===== src/rtl/mc_control_fsm.sv =====
// Multicycle control FSM for the MIPS-like IF/DEC/ALU/MEM datapath.
// Define ILLEGAL_TRAP_EN to make unknown opcodes a sticky halt; the default build retires them as a NOP.
module mc_control_fsm #(
  parameter int unsigned MEM_LAT = 1
) (
  input  logic        clk,
  input  logic        reset,
  input  logic [31:0] instr,
  input  logic        zero,
  output logic        PC_en,
  output logic        PC_sel,
  output logic        RFsel_wr,
  output logic        RFsel_B,
  output logic        RFwr_en,
  output logic        ALUsel_B,
  output logic        MEMwr_en,
  output logic [3:0]  func,
  output logic        instr_done
);

  typedef enum logic [3:0] {
    S_FETCH, S_DECODE, S_EXEC, S_MEM_RD, S_MEM_WR,
    S_WB_ALU, S_WB_MEM, S_BRANCH, S_ILLEGAL
  } state_e;

  localparam logic [5:0] OP_RTYPE = 6'b100000;
  localparam logic [5:0] OP_LI    = 6'b111000;
  localparam logic [5:0] OP_ADDI  = 6'b110000;
  localparam logic [5:0] OP_ANDI  = 6'b110010;
  localparam logic [5:0] OP_ORI   = 6'b110011;
  localparam logic [5:0] OP_B     = 6'b111111;
  localparam logic [5:0] OP_BEQ   = 6'b000000;
  localparam logic [5:0] OP_BNE   = 6'b000001;
  localparam logic [5:0] OP_LB    = 6'b000011;
  localparam logic [5:0] OP_LW    = 6'b001111;
  localparam logic [5:0] OP_SB    = 6'b000111;
  localparam logic [5:0] OP_SW    = 6'b011111;

  localparam logic [3:0] F_ADD = 4'b0000;
  localparam logic [3:0] F_SUB = 4'b0001;
  localparam logic [3:0] F_AND = 4'b0010;
  localparam logic [3:0] F_OR  = 4'b0011;

  localparam logic [3:0] LAT_M1 = 4'(MEM_LAT - 1);

  state_e     state_q, state_d;
  logic [5:0] op_q, op_d;
  logic [3:0] cnt_q, cnt_d;

  logic       is_alu, is_imm, is_load, is_store, is_branch;
  logic [3:0] alu_func;
  logic       unused_instr_bits;

  assign unused_instr_bits = ^instr[25:4];

  always_comb begin
    is_alu    = 1'b0;
    is_imm    = 1'b0;
    is_load   = 1'b0;
    is_store  = 1'b0;
    is_branch = 1'b0;
    alu_func  = F_ADD;
    case (op_q)
      OP_RTYPE: begin is_alu = 1'b1; alu_func = instr[3:0]; end
      OP_LI,
      OP_ADDI:  begin is_alu = 1'b1; is_imm = 1'b1; end
      OP_ANDI:  begin is_alu = 1'b1; is_imm = 1'b1; alu_func = F_AND; end
      OP_ORI:   begin is_alu = 1'b1; is_imm = 1'b1; alu_func = F_OR; end
      OP_LB,
      OP_LW:    is_load = 1'b1;
      OP_SB,
      OP_SW:    is_store = 1'b1;
      OP_B,
      OP_BEQ,
      OP_BNE:   is_branch = 1'b1;
      default:  ;
    endcase
  end

  always_ff @(posedge clk or posedge reset) begin
    if (reset) begin
      state_q <= S_FETCH;
      op_q    <= '0;
      cnt_q   <= '0;
    end else begin
      state_q <= state_d;
      op_q    <= op_d;
      cnt_q   <= cnt_d;
    end
  end

  always_comb begin
    state_d    = state_q;
    op_d       = op_q;
    cnt_d      = cnt_q;
    PC_en      = 1'b0;
    PC_sel     = 1'b0;
    RFsel_wr   = 1'b0;
    RFsel_B    = 1'b0;
    RFwr_en    = 1'b0;
    ALUsel_B   = 1'b0;
    MEMwr_en   = 1'b0;
    func       = F_ADD;
    instr_done = 1'b0;
    case (state_q)
      S_FETCH: begin
        op_d    = instr[31:26];
        state_d = S_DECODE;
      end
      S_DECODE: begin
        if (is_alu || is_load || is_store) state_d = S_EXEC;
        else if (is_branch)                state_d = S_BRANCH;
        else                               state_d = S_ILLEGAL;
      end
      S_EXEC: begin
        ALUsel_B = is_imm || is_load || is_store;
        RFsel_B  = is_store;
        func     = alu_func;
        if (is_load) begin
          cnt_d   = LAT_M1;
          state_d = S_MEM_RD;
        end else if (is_store) begin
          cnt_d   = LAT_M1;
          state_d = S_MEM_WR;
        end else begin
          state_d = S_WB_ALU;
        end
      end
      S_MEM_RD: begin
        ALUsel_B = 1'b1;
        if (cnt_q != '0) cnt_d = cnt_q - 4'd1;
        else             state_d = S_WB_MEM;
      end
      S_MEM_WR: begin
        // The counter still holds its load value only in the first cycle, so the write strobe fires once.
        ALUsel_B = 1'b1;
        RFsel_B  = 1'b1;
        MEMwr_en = (cnt_q == LAT_M1);
        if (cnt_q != '0) begin
          cnt_d = cnt_q - 4'd1;
        end else begin
          PC_en      = 1'b1;
          instr_done = 1'b1;
          state_d    = S_FETCH;
        end
      end
      S_WB_ALU: begin
        RFwr_en    = 1'b1;
        PC_en      = 1'b1;
        instr_done = 1'b1;
        state_d    = S_FETCH;
      end
      S_WB_MEM: begin
        RFwr_en    = 1'b1;
        RFsel_wr   = 1'b1;
        PC_en      = 1'b1;
        instr_done = 1'b1;
        state_d    = S_FETCH;
      end
      S_BRANCH: begin
        func       = F_SUB;
        RFsel_B    = 1'b1;
        PC_en      = 1'b1;
        instr_done = 1'b1;
        if (op_q == OP_B)        PC_sel = 1'b1;
        else if (op_q == OP_BEQ) PC_sel = zero;
        else                     PC_sel = ~zero;
        state_d    = S_FETCH;
      end
      S_ILLEGAL: begin
`ifdef ILLEGAL_TRAP_EN
        state_d = S_ILLEGAL;
`else
        PC_en      = 1'b1;
        instr_done = 1'b1;
        state_d    = S_FETCH;
`endif
      end
      default: state_d = S_FETCH;
    endcase
  end

endmodule


===== config.mk =====
export PLATFORM = sky130hd
export DESIGN_NAME = mc_control_fsm
export DESIGN_NICKNAME = d
export VERILOG_FILES = /design/src/rtl/mc_control_fsm.sv
export SDC_FILE = /design/constraint.sdc
export NUM_CORES = 1
export LEC_CHECK = 0
export CORE_ASPECT_RATIO = 0.75
export CORE_MARGIN = 3
export CORE_UTILIZATION = 48
export DETAILED_ROUTE_END_ITERATION = 12
export PLACE_DENSITY = 0.87
export SLEW_MARGIN = 15
export SYNTH_ARGS = -nofsm -noshare
export SYNTH_HDL_FRONTEND = slang
export SYNTH_SLANG_ARGS = --single-unit
export TNS_END_PERCENT = 50

===== constraint.sdc =====
create_clock -name clk -period 4.2 [get_ports clk]
set_input_delay 0.84 -clock clk [delete_from_list [all_inputs] [get_ports clk]]
set_output_delay 0.84 -clock clk [all_outputs]
set_load 0.1 [all_outputs]

* Word-level counts from Yosys, hierarchy flattened
Cells that the tools add are included.
Operators by class: $add $sub $neg 1, eq/ne operators 23, muxes and demuxes 28, bitwise logic cells 1, reduce and logical (&&, ||, !) cells 20
Operators with widths (number):
- $eq 6x6->1 const B | 6
- $mux 4 | 7
- $pmux 4 s5 | 1
- $eq 4x3->1 const B | 4
- $pmux 4 s2 | 2
- $mux 1 | 13
- $pmux 4 s3 | 1
- $reduce_or 2->1 | 5
- $eq 4x2->1 const B | 2
- $logic_not 4->1 | 2
- $reduce_or 4->1 | 2
- $eq 6x1->1 const B | 1
- $eq 6x2->1 const B | 1
- $eq 6x3->1 const B | 1
- $eq 6x4->1 const B | 1
- $eq 6x5->1 const B | 1
- $logic_not 6->1 | 1
- $pmux 1 s2 | 3
- $reduce_or 5->1 | 1
- $eq 4x1->1 const B | 1
- $eq 4x4->1 const B | 1
- $logic_or 1x1->1 | 4
- $ne 2x2->1 const B | 2
- $reduce_bool 4->1 | 1
- other kinds (9) | 9
Word-level totals: register bits after elaboration 14, bits of input ports 35, output and inout port bits 12, word-level logic and storage cells 76

* Logic depth before layout (Yosys ltp)
depth in word-level cells 7, mapped depth 6, depth with buffers taken out 6

* Least setup slack after synthesis
No wires, ideal clock.
kind flip-flop to output port, from register cnt_q[0], to output instr_done, data arrival time 3096 ps, required time 3360 ps, path slack 264 ps, cell stages (with the launch flop) 7, path buffers 1, cells stage by stage dfrtp_1 > inv_1 > ha_1 > nor3b_2 > nor3_1 > o22ai_1 > buf_4
Between the ends: cells in the longest elaborated chain, start to end 3
Ends and longest elaborated chain:
- from (decl) | line 48 | logic [3:0] cnt_q, cnt_d;
- from (signal assigned) | line 88 | cnt_q <= cnt_d;
- $reduce_bool 4->1 | line 139 | if (cnt_q != '0) begin
- $mux 1
- $pmux 1 s2
- to (decl) | line 18 | output logic instr_done
Every way passes these cells.

* Worst setup path in the final report
from input instr[0], to output func[0]
Between the ends: cells in the longest elaborated chain, start to end 2
Ends and longest elaborated chain:
- from (decl) | line 8 | input logic [31:0] instr,
- $pmux 4 s3 | line 63 | case (op_q)
- $pmux 4 s2 | line 105 | case (state_q)
- to (decl) | line 17 | output logic [3:0] func,
Every way passes these cells.

==> summary.md <==
| Metric | Value |
|---|---|
| Status | `finished clean` |
| Fill cell count | `218` |
| Routed Antenna Nets | `0` |
| Area Growth Syn to Fin | `18.1%` |
| CTS resizes | `0` |
| Worst hold slack | `0.549 ns` |
| HPWL Detailed | `2250 um` |
| Syn Inst Count | `141` |
| CTS Hold Bufs | `0` |
| Port Buffer Count | `24` |
| Ports | `47` |
| Die span in y | `50.4 um` |
| Starting Density | `52.4%` |
| Largest net degree at the start of global routing | `19` |
| Synth area leader | `dfrtp_1` |
| CTS H-tree lvls | `1` |
| Synth unique cells | `53` |
| Final Max Tran Viols | `0` |
| Async set-reset flop share out of synthesis | `100%` |
| Initial antenna violation count | `0` |
| Clk sinks | `14` |
| GP Congestion | `0.825` |
| Antenna cell count | `0` |
| Sequential element share of the synthesized area | `27.8%` |
| Slew margin rel. | `50.7%` |
| Worst Setup Start Kind | `input pin` |
| Clk Latency, worst-skew pair | `0.29 ns` |
| Nets | `193` |
| Period utilization | `79.4%` |
| First-pass GRT wire length | `4960 um` |
| Setup Buffers After CTS | `0` |
| Setup CP Type | `input pin to primary output` |
| Total gr overflow | `0` |
| Routed len/inst | `15.3 um` |
| Avg Vias per Cell | `6.02` |
| GRT Util Overall | `19.6%` |
| Max Freq | `0.300 GHz` |
| Mapped Area | `1260 um2` |
| Worst EP arrival | `2.50 ns` |
| CTS tree | `done` |
| Worst-path clk slew | `0.10 ns` |
| Vias in the first global route | `1055` |
| Worst endpoint required time | `3.36 ns` |
| Startpoint of the worst hold path | `cnt_q[1]` |
| DR iter-0 viols | `51` |
| Core Region | `2400 um2` |
| Commonest cells after routing, fill and taps aside | `dfrtp_1 (14), clkdlybuf4s50_1 (12), buf_4 (11), nor2_1 (10), nand2_1 (10)` |
| Mean Syn Cell Area | `8.94 um2` |
| Critical Path End Type | `primary output` |
| Endpoints failing hold | `0` |
| Critical Path Start | `instr[0]` |
| Seq cells post-synth | `14` |
| Final setup viols | `0` |
| Highest metal used | `met4` |
| Row count | `15` |
| Die area | `3280 um2` |
| Total routed wirelength | `2910 um` |
| Minimum clock period | `3.34 ns` |
| Largest cells by area after synthesis | `dfrtp_1 (28%), mux2_2 (5.4%), nor4b_4 (3.8%)` |
| Unrepaired setup endpoints after global routing | `no` |
| HP Class | `register to register` |
| Peak supply drop | `445 uV` |
| Root buf cell | `clkbuf_4` |
| Power Density | `720 nW/um2` |
| Cts bufs inserted | `3` |
| DRC | `0` |
| Power Total | `0.00107 W` |
| MaxCap Viol Count | `0` |
| Worst slew pin tran | `0.739 ns` |
| Most common cell after layout, fill and taps aside | `dfrtp_1` |
| Vias | `1144` |
| Critical path fanouts, max | `1` |
| Static leakage | `0.598 nW` |
| Met2 WL | `1510 um` |
| Chip width | `65.2 um` |
| Drt first pass iters | `4` |
| Yosys warns | `0` |
| DR WL met3 | `148 um` |
| Metal-1 WL | `1240 um` |
| Number of synthesized flops with an enable pin | `0` |
| Share of layout cells above drive strength 1 | `19.9%` |
| Critical R2R Launch | `state_q[1]` |
| Setup TNS Final | `0 ns` |
| Top FF cell, synth | `dfrtp_1` |
| Share of the synthesized area in the top cell type | `27.8%` |
| Clock tree buffer depth | `2` |
| Clock Skews | `0.0187 ns` |
| Post-Syn Nets | `177` |
==> state kept, by name, indices dropped and copies added (netlist names) <==
| register | flops |
|---|---|
| op_q | 6 |
| state_q | 4 |
| cnt_q | 4 |
==> report_power, final <==
part / switching (W) / internal (W)
registers: 0.000202 / 0.000191
logic: 0.000330 / 0.000249
clock network: 0.0000470 / 0.0000528
==> through the flow <==
step	util [%]	cell area [um2]	cells	setup WS (ns)
final	61.9	1490	190	0.864
after global routing	61.9	1490	190	0.658
after CTS	61.9	1490	190	0.873
after detailed placement	60.4	1450	186	0.878
after global placement	60.4	1450	186	0.853
after floorplan	-	1260	141	0.264
==> synthesized netlist by cell type (2+ instances only) <==
cell and instances:
buf_4 3, xnor2_1 3, o211ai_1 3, and2_1 6, nand3_1 3, buf_1 2, o21ai_0 5, nor3_1 6
o22ai_1 2, a21oi_1 5, o211a_1 2, nor3b_1 4, nor2_1 10, nand2b_1 4, nor4_1 2, nand2_1 10
a21boi_0 2, mux2i_1 2, buf_2 5, inv_1 4, dfrtp_1 14, a211oi_1 2, mux2_2 6, a31oi_1 2
nor2b_1 3, nor4b_1 2, clkbuf_1 2, nor4b_4 2
==> area by class of cell <==
| cell class | count | area (um2) | share of cell area [%] |
|---|---|---|---|
| clock buffers | 4 | 36.3 | 2.44 |
| flip-flops and latches | 14 | 350 | 23.5 |
| repair buffers | 24 | 223 | 15.0 |
| well taps | 34 | 42.5 | 2.86 |
| inverters | 4 | 15.0 | 1.01 |
| multi-input cells | 110 | 821 | 55.2 |
==> critical path, cell delays in order <==
cell and delay (ns):
clkdlybuf4s50_1 0.44, nor4b_1 0.22, a31oi_1 0.07, or4_1 0.44
a21oi_1 0.27, buf_12 0.21
==> final timing paths <==
check | end | cells past startpoint | slack, ns
setup / recovery | func[0] | 6 | 0.86
hold / removal | cnt_q[1] | 2 | 0.55
setup reg to reg | cnt_q[2] | 4 | 2.21
hold reg to reg | cnt_q[1] | 2 | 0.55
max in group asynchronous | op_q[0] | 2 | 2.95
min in group asynchronous | state_q[1] | 2 | 0.88
==> cell families after synthesis <==
family / after synthesis / share of synthesized area (%)
xor+xnor: 3 / 2.09
simple gates: 64 / 33.7
compound gates: 34 / 21.4
fa+ha+maj: 1 / 0.993
buf+inv: 17 / 7.05
mux: 8 / 6.95
flops: 14 / 27.8
==> routing by layer <==
metal | track usage (%) | vias up
met5 | 0 | -
met2 | 34.3 | 37
li1 | - | 553
met4 | 4.14 | 0
met3 | 4.70 | 2
met1 | 24.6 | 552
Power figures use the tool's default switching activity.
